[config.mk]
export PLATFORM = sky130hd
export DESIGN_NAME = prog_loader
export DESIGN_NICKNAME = d
export VERILOG_FILES = /design/src/rtl/prog_loader.sv
export SDC_FILE = /design/constraint.sdc
export NUM_CORES = 1
export LEC_CHECK = 0
export ABC_AREA = 1
export BUFFER_PORTS_ARGS = -buffer_cell sky130_fd_sc_hd__buf_2
export CAP_MARGIN = 25
export CORE_AREA = 2 2 111 113
export CTS_CLUSTER_SIZE = 40
export DETAILED_ROUTE_END_ITERATION = 8
export DIE_AREA = 0 0 113 115
export SLEW_MARGIN = 25
export SYNTH_ARGS = -nofsm -noshare
export SYNTH_HDL_FRONTEND = slang
export SYNTH_SLANG_ARGS = --single-unit
[constraint.sdc]
create_clock -name clk -period 1.45 [get_ports clk]
set_input_delay 0.0725 -clock clk [delete_from_list [all_inputs] [get_ports clk]]
set_output_delay 0.0725 -clock clk [all_outputs]
set_load 0.01 [all_outputs]
[src/rtl/prog_loader.sv]
// prog_loader: receives a word count and 12-bit program words over a byte
// stream and writes them to program memory starting at address 0.
//
// Byte stream of one session:
//   count[7:0], {6'b0, count[9:8]}, then per word: data[7:0], {4'b0, data[11:8]}
//
// state  | meaning
// IDLE   | no session; waits for start, holds done/err of the last session
// CNT_LO | waiting for low byte of the word count
// CNT_HI | waiting for high byte of the word count, then range check
// DAT_LO | waiting for low byte of the next word
// DAT_HI | waiting for high byte of the next word
// WRITE  | one-cycle memory write of the assembled word
module prog_loader #(
  parameter int unsigned TIMEOUT = 12000000
) (
  input  logic        clk,
  input  logic        rstn,
  input  logic        start,
  input  logic [7:0]  rx_data,
  input  logic        rx_valid,
  output logic [8:0]  mem_addr,
  output logic [11:0] mem_data,
  output logic        mem_wr,
  output logic        busy,
  output logic        done,
  output logic        err
);

  // Timer must be able to hold TIMEOUT itself.
  localparam int unsigned TIMER_W = (TIMEOUT < 2) ? 1 : $clog2(TIMEOUT + 1);
  // Abort happens on the TIMEOUT-th consecutive cycle without a byte.
  localparam logic [TIMER_W-1:0] TIMER_LAST = TIMER_W'(TIMEOUT - 1);

  localparam logic [2:0] IDLE   = 3'd0;
  localparam logic [2:0] CNT_LO = 3'd1;
  localparam logic [2:0] CNT_HI = 3'd2;
  localparam logic [2:0] DAT_LO = 3'd3;
  localparam logic [2:0] DAT_HI = 3'd4;
  localparam logic [2:0] WRITE  = 3'd5;

  localparam logic [9:0] MAX_WORDS = 10'd512;

  logic [2:0]         state_q,    state_d;
  logic [9:0]         count_q,    count_d;
  logic [TIMER_W-1:0] timer_q,    timer_d;
  logic [7:0]         lo_q,       lo_d;
  logic [8:0]         mem_addr_q, mem_addr_d;
  logic [11:0]        mem_data_q, mem_data_d;
  logic               done_q,     done_d;
  logic               err_q,      err_d;

  logic [9:0]         cnt_new;
  logic               waiting;

  // Candidate word count formed from the stored low byte and the incoming high bits.
  always_comb begin
    cnt_new = {rx_data[1:0], count_q[7:0]};
  end

  // States in which the inter-byte timer runs and a byte may be accepted.
  always_comb begin
    waiting = (state_q == CNT_LO) || (state_q == CNT_HI) ||
              (state_q == DAT_LO) || (state_q == DAT_HI);
  end

  // Next-state and datapath logic for the whole session.
  always_comb begin
    state_d    = state_q;
    count_d    = count_q;
    timer_d    = timer_q;
    lo_d       = lo_q;
    mem_addr_d = mem_addr_q;
    mem_data_d = mem_data_q;
    done_d     = done_q;
    err_d      = err_q;

    if (state_q == IDLE) begin
      if (start) begin
        state_d    = CNT_LO;
        done_d     = 1'b0;
        err_d      = 1'b0;
        mem_addr_d = 9'd0;
        timer_d    = '0;
      end
    end else if (waiting) begin
      if (rx_valid) begin
        // A byte arriving on the last allowed cycle still counts.
        timer_d = '0;
        case (state_q)
          CNT_LO: begin
            count_d = {count_q[9:8], rx_data};
            state_d = CNT_HI;
          end
          CNT_HI: begin
            count_d = cnt_new;
            if ((rx_data[7:2] != 6'd0) || (cnt_new == 10'd0) || (cnt_new > MAX_WORDS)) begin
              err_d   = 1'b1;
              state_d = IDLE;
            end else begin
              state_d = DAT_LO;
            end
          end
          DAT_LO: begin
            lo_d    = rx_data;
            state_d = DAT_HI;
          end
          DAT_HI: begin
            if (rx_data[7:4] != 4'd0) begin
              err_d   = 1'b1;
              state_d = IDLE;
            end else begin
              mem_data_d = {rx_data[3:0], lo_q};
              state_d    = WRITE;
            end
          end
          default: state_d = IDLE;
        endcase
      end else if (timer_q == TIMER_LAST) begin
        err_d   = 1'b1;
        timer_d = '0;
        state_d = IDLE;
      end else begin
        timer_d = timer_q + TIMER_W'(1);
      end
    end else if (state_q == WRITE) begin
      // The write of this cycle always completes; a byte seen here has no
      // place to go and is reported as an abort rather than a success.
      mem_addr_d = mem_addr_q + 9'd1;
      count_d    = count_q - 10'd1;
      if (rx_valid) begin
        err_d   = 1'b1;
        state_d = IDLE;
      end else if (count_q == 10'd1) begin
        done_d  = 1'b1;
        state_d = IDLE;
      end else begin
        state_d = DAT_LO;
      end
    end else begin
      state_d = IDLE;
    end
  end

  // State and datapath registers with synchronous active-low reset.
  always_ff @(posedge clk) begin
    if (!rstn) begin
      state_q    <= IDLE;
      count_q    <= 10'd0;
      timer_q    <= '0;
      lo_q       <= 8'd0;
      mem_addr_q <= 9'd0;
      mem_data_q <= 12'd0;
      done_q     <= 1'b0;
      err_q      <= 1'b0;
    end else begin
      state_q    <= state_d;
      count_q    <= count_d;
      timer_q    <= timer_d;
      lo_q       <= lo_d;
      mem_addr_q <= mem_addr_d;
      mem_data_q <= mem_data_d;
      done_q     <= done_d;
      err_q      <= err_d;
    end
  end

  // Memory-side outputs come straight from registers or the state register.
  always_comb begin
    mem_addr = mem_addr_q;
    mem_data = mem_data_q;
    mem_wr   = (state_q == WRITE);
    busy     = (state_q != IDLE);
    done     = done_q;
    err      = err_q;
  end

endmodule

==> run_results.csv, run 1 <==
group,metric,value,unit
sta,fin_crit_sh,106,%
floorplanning,dieArea,13000,sq um
floorplanning,die_x,113,um
clock_tree,clkTransAtPathRegs,0.06,ns
floorplanning,core,11800,sq um
routing,avgViaCountPerCell,4.83,
clock_tree,ctsHtreeMaxLevel,3,
sta,setup_viol,32,
floorplanning,die-height,115,um
layout,nets,638,
layout,seqCellArea,1380,sq um
routing,first_iter_violations,180,
critical_path,cp_common_cell,"nand2_2",
critical_path,cp-end-kind,"flip-flop",
layout,fillCellCount,1178,
layout,multi_input_comb_area,2260,sq um
run_status,status,"finished with violations",
floorplanning,start_util,29.4,%
critical_path,crit_chain,"ha_4 -> nand2_4 -> inv_2 -> nand2_2 -> nor2_4 -> nand3_2 -> nand2_2 -> nand2_2 -> nand2_4 -> buf_8 -> a211oi_2",
sta,hold_viol,0,
logic_synthesis,syn_inst,514,
run,cap_viol_max_count,0,
layout,final_util,44.3,%
run_status,violations,"DRC, setup timing",
sta,fmax,652,MHz
sta,slew_headroom,76.1,%
critical_path,cp_slowest_stage_delay,0.35,ns
grt,grt_max_degree,24,
logic_synthesis,synth_area_leaders,"dfxtp_1 39%, nand2_1 11%, nor2_1 8.0%",
power_and_ir_drop,p_leak,2.24,nW
power_and_ir_drop,vdd_drop_max,0.000489,V
logic_synthesis,syn-num-nets,531,
layout,fin_area,5230,sq um
routing,dr_total_vias,3732,
critical_path,crit_required,1.66,ns
sta,worstMarginPinSlew,0.356,ns
layout,drive_gt1_share,39.3,%
sta,drv_slew,0,
power_and_ir_drop,total_power,5.87,mW
power_and_ir_drop,powerDensity,1120,nW/um^2
critical_path,cp.arrival,1.74,ns
sta,rsz0062_at_grt,"yes",
floorplanning,io_pins,37,
worst_hold_path,hold_path.class,"input pin to flip-flop",
clock_tree,cts.sinks,68,
logic_synthesis,ys_ff_latch,68,
place,hpwl,7.12,mm
routing,first_pass_iters,6,
logic_synthesis,yosys_warnings,0,
grt,grt_pass1_wl,16.6,mm
floorplanning,rows,40,
layout,areaGrowthSynthToFinish,50.8,%
grt,grt_use_total,15.8,%
sta,setup_tns,-1.58,ns
place,globalplace.congestion,0.920,
place,io_buffers,36,
clock_tree,cts_hold_buf,0,
clock_tree,clock_path_buffers,2,
sta,fin_skew,0.00912,ns
place,post-place-cells,748,
critical_path,crit_type,"flip-flop to flip-flop",
clock_tree,cts_buffers,9,
critical_path,cp_max_fo,8,
clock_tree,root_buffer,"clkbuf_16",
layout,antenna_cells,0,
layout,stdcell_count,773,
routing,routed_wl,10.1,mm
logic_synthesis,synth_area,3470,sq um
critical_path,cpMaxStageDelayCell,"dfxtp_2",
logic_synthesis,yosysUniqueCellTypes,34,
routing,wl_per_cell,13.1,um
clock_tree,clk_latency,0.33,ns
routing,drcViolationCount,5,
clock_tree,cts_tree,"done",
grt,grt_pass1_vias,3684,
logic_synthesis,ys_seq_area_share,39.2,%
routing,ant_nets,0,
logic_synthesis,synth_top_area_share,39.2,%
sta,post-route-min-period,1.53,ns
logic_synthesis,yosysTopAreaCell,"dfxtp_1",
layout,mostFrequentLayoutCells,"83 x nand2_1, 62 x nor2_1, 60 x inv_1",
layout,final_common_cell,"nand2_1",
grt,grt_overflow,0,
critical_path,worstSetupStartpointType,"flip-flop",
sta,setup_ws,-0.0843,ns
logic_synthesis,syn_area_per_cell,6.75,sq um
grt,antenna_found_initial,0,
place,dpl_cell_area,4330,sq um
[registers in the layout, indices dropped and copies added, names as in the netlist]
| name | cells |
|---|---|
| timer_q | 24 |
| mem_data | 12 |
| count_q | 10 |
| mem_addr | 9 |
| lo_q | 8 |
| state_q | 3 |
| done | 1 |
| err | 1 |
[cell families after synthesis]
| family | count (synthesis) | synth area share (%) |
|---|---|---|
| AOI/OAI and AO/OA | 101 | 15.4 |
| xor gates and xnor gates | 7 | 1.77 |
| adders and majority gates | 5 | 1.80 |
| buffers and inverters | 86 | 10.1 |
| DFF | 68 | 39.2 |
| and+or+nand+nor | 247 | 31.7 |
[cell usage after synthesis]
| master | number |
|---|---|
| nor3_2 | 2 |
| inv_2 | 2 |
| nand2_2 | 7 |
| clkbuf_1 | 5 |
| clkinv_1 | 1 |
| nor4_1 | 1 |
| nor2_2 | 5 |
| dfxtp_1 | 68 |
| inv_1 | 70 |
| buf_6 | 1 |
| a211oi_1 | 3 |
| xnor2_1 | 2 |
| inv_4 | 1 |
| ha_1 | 5 |
| a31oi_1 | 7 |
| nor2_4 | 3 |
| o21bai_1 | 1 |
| nand4_1 | 11 |
| nor2_1 | 74 |
| o21ai_1 | 4 |
| or2_1 | 1 |
| buf_8 | 1 |
| o21ai_0 | 40 |
| buf_2 | 4 |
| or2_2 | 1 |
| nor3_1 | 16 |
| o211ai_1 | 4 |
| nand3_4 | 1 |
| a21oi_1 | 42 |
| xor2_1 | 5 |
| clkinv_2 | 1 |
| nand2_1 | 101 |
| nor3b_1 | 4 |
| nand3_1 | 20 |
[path summary, 6_finish.rpt]
path,start,to,slack (ns),cells past startpoint
worst max-delay path,timer_q[1],timer_q[9],-0.08,11
worst min-delay path,rx_data[3],mem_data[11],0.05,3
worst max register to register,timer_q[1],timer_q[9],-0.08,11
worst min register to register,lo_q[4],mem_data[4],0.45,2
[what timing repair did]
item	CTS	global route
setup buffers	3	7
gates cloned	1	1
pin swaps	19	25
resized for setup	52	102
endpoints found under the setup margin	43	61
[worst max-delay path: cells and delay by family (launching register included)]
| family | cells | cell delay, ns |
|---|---|---|
| simple gates | 7 | 0.62 |
| flops | 1 | 0.35 |
| buf+inv | 2 | 0.22 |
| fa+ha+maj | 1 | 0.15 |
| compound gates | 1 | 0.05 |
[layout make-up]
class	count	share of cell area (%)
Clock buffer	9	4.30
Timing Repair inverter	1	0.167
Sequential cell	68	26.4
Tap cell	147	3.52
Inverter	75	5.86
Timing Repair Buffer	106	14.9
Clock inverter	7	1.55
Multi-Input combinational cell	360	43.3
[metal layers]
| layer | up-vias | routed length, um | global-route usage [%] |
|---|---|---|---|
| met5 | - | 0 | 0 |
| met4 | 0 | 221 | 6.02 |
| met3 | 23 | 367 | 4.11 |
| met2 | 75 | 5220 | 28.1 |
| met1 | 1752 | 4340 | 18.2 |
| li1 | 1882 | - | - |
[through the flow]
step | worst slack, ns | hold slack (ns)
2_1_floorplan | -0.0160 | 0.207
3_3_place_gp | -0.136 | 0.394
3_5_place_dp | -0.205 | 0.408
4_1_cts | -0.0573 | 0.0548
5_1_grt | -0.184 | 0.0715
6_report | -0.0843 | 0.0528
[power breakdown]
part / internal [mW] / switching [mW]
registers: 1.94 / 0.0632
logic: 0.686 / 0.914
clock network: 1.36 / 0.910
total: 3.98 / 1.89
(Power assumes the default switching activity.)
==> inputs of run 2 (changes only) <==
CAP_MARGIN = default   (was 25)
PLACE_DENSITY = 0.43   (was default)
==> run 2 against run 1 <==
The run still ends with DRC, setup timing left. Sequential share of layout area down 0.96 points. Worst setup slack got worse by 0.015 ns. Combinational power rose by 6%. Non-clock buffer count rose by 14. Routed wire length grew 1.5%. Clock skew shrank 0.0016 ns. Cell count is 1.8% higher. First-iteration DRC count shrank 12%. Global-route usage rose by 0.26 points. Sequential cell count unchanged. Register-to-register slack about the same. Count of clock-buffer cells in the layout rose by 3. Highest routed layer unchanged.
==> run_results.csv, run 2 (synthesis gave the netlist of run 1 again) <==
group,metric,value,unit
run_status,status,"finished with violations",
run_status,violations,"DRC, setup timing",
power_and_ir_drop,p_clk_share,40.0,%
critical_path,cp_max_fo,5,
power_and_ir_drop,total_power,6.18,mW
critical_path,rrSetupSlack,-0.1,ns
grt,grt_overflow,0,
power_and_ir_drop,internal_power,4.34,mW
routing,wl_met2,5.05,mm
critical_path,ff2ff_path_depth,10,
power_and_ir_drop,pwr-share-comb,27.6,%
power_and_ir_drop,p_sw_share,29.8,%
routing,routed_wl,10.3,mm
grt,antenna_found_initial,0,
power_and_ir_drop,p_leak,2.30,nW
grt,grt_use_total,16.0,%
routing,first_pass_iters,6,
layout,final_common_cell,"nand2_1",
sta,fin_crit_sh,107,%
power_and_ir_drop,powerDensity,1140,nW/um^2
layout,nets,652,
critical_path,cp-end-kind,"flip-flop",
sta,setup_ws,-0.0992,ns
sta,rsz0062_at_grt,"yes",
layout,largest_reg_flops,24,
run,cap_viol_max_count,0,
floorplanning,start_util,29.4,%
place,globalplace.congestion,0.852,
critical_path,crit_required,1.72,ns
sta,post-route-min-period,1.55,ns
worst_hold_path,holdPathStages,3,
layout,drive_gt1_share,41.3,%
clock_tree,ctsHtreeMaxLevel,3,
routing,top_layer,"met4",
clock_tree,cts_hold_buf,0,
clock_tree,clkTransAtPathRegs,0.06,ns
layout,fillCellCount,1242,
floorplanning,die_x,113,um
sta,fin_skew,0.00747,ns
grt,grt_max_degree,27,
clock_tree,cts_buffers,9,
clock_tree,clock_path_buffers,2,
place,hpwl,7.24,mm
sta,hold_viol,0,
routing,first_iter_violations,158,
routing,wl_met1,4.84,mm
place,io_buffers,36,
layout,top_register,"timer_q",
routing,drcViolationCount,2,
clock_tree,cts_tree,"done",
layout,mostFrequentLayoutCells,"83 x nand2_1, 66 x buf_4, 57 x dfxtp_1",
routing,dr_total_vias,3621,
worst_hold_path,hold_path.class,"input pin to flip-flop",
sta,fmax,645,MHz
routing,wl_per_cell,13.1,um
power_and_ir_drop,p_seq_share,32.4,%
routing,ant_nets,0,
sta,setup_viol,34,
sta,worstMarginPinSlew,0.345,ns
critical_path,worstSetupStartpointType,"flip-flop",
clock_tree,root_buffer,"clkbuf_16",
routing,avgViaCountPerCell,4.60,
clock_tree,clk_latency,0.34,ns
floorplanning,rows,40,
critical_path,crit_type,"flip-flop to flip-flop",
power_and_ir_drop,vdd_drop_max,0.000614,V
grt,grt_pass1_wl,16.6,mm
floorplanning,dieArea,13000,sq um
sta,drv_slew,0,
sta,slew_headroom,76.9,%
routing,wl_met3,291,um
power_and_ir_drop,p_sw,1.84,mW
layout,areaGrowthSynthToFinish,56.4,%
layout,antenna_cells,0,
floorplanning,core,11800,sq um
grt,grt_pass1_vias,3508,
floorplanning,io_pins,37,
sta,setup_tns,-1.44,ns
critical_path,cp.arrival,1.82,ns
layout,final_util,46.0,%
clock_tree,cts.sinks,68,
floorplanning,die-height,115,um
[run 2: cell types whose count changed in the layout (fill, tap and decap cells not counted), sizes merged]
cell / change
buf: +11
clkbuf: +6
clkinvlp: -1
inv: -2
clkinv: -1
bufinv: +1
[run 2: layout make-up]
cell class	instances	area (sq um)	area share (%)
timing repair inverter	1	8.76	0.161
multi-input combinational	360	2260	41.6
tap	147	184	3.39
inverter	75	309	5.69
sequential	68	1380	25.5
timing repair buffer	120	952	17.5
clock inverter	4	70.1	1.29
clock buffer	12	267	4.91
[run 2: metal layers]
layer  GRT usage, %  vias to the layer above
li1               -                     1917
met1           20.2                     1657
met2           26.8                       38
met3           4.59                        9
met4           4.72                        0
met5              0                        -
[run 2: through the flow]
stage	std cells	area, sq um	hold WS (ns)	setup WS, ns
after CTS	776	4970	0.0244	-0.0708
final	787	5430	0.0352	-0.0992
after global placement	754	4390	0.392	-0.121
after detailed placement	754	4390	0.385	-0.166
after floorplan	514	3550	0.207	-0.0160
after global routing	787	5430	0.0583	-0.210
[run 2: worst paths after layout]
check             start            to
max reg2reg  state_q[0]  mem_data[10]
max          state_q[0]  mem_data[10]
min reg2reg     lo_q[2]   mem_data[2]
min          rx_data[0]    count_q[8]
[run 2: critical path, stage by stage (launching register included)]
cell,delay [ns]
dfxtp_2,0.34
nor2_4,0.16
nand2_2,0.08
buf_4,0.14
buf_6,0.13
nor2_4,0.12
nand2_4,0.09
inv_6,0.10
clkbuf_16,0.14
o21ai_0,0.06
a21oi_1,0.13
[run 2: power groups by stage]
stage	Clock (mW)	Combinational (mW)	Sequential, mW
after floorplan	0	0.768	2.03
after global placement	0	1.26	2.03
after detailed placement	0	1.26	2.03
after CTS	2.54	1.41	2.00
after global routing	2.61	1.86	2.01
final	2.47	1.70	2.00
[run 2: what timing repair did]
action / CTS / global route
resized for setup: 55 / 112
pin swaps: 27 / 20
setup endpoints to repair: 52 / 65
buffers inserted: 4 / 6
gates cloned: 2 / 5
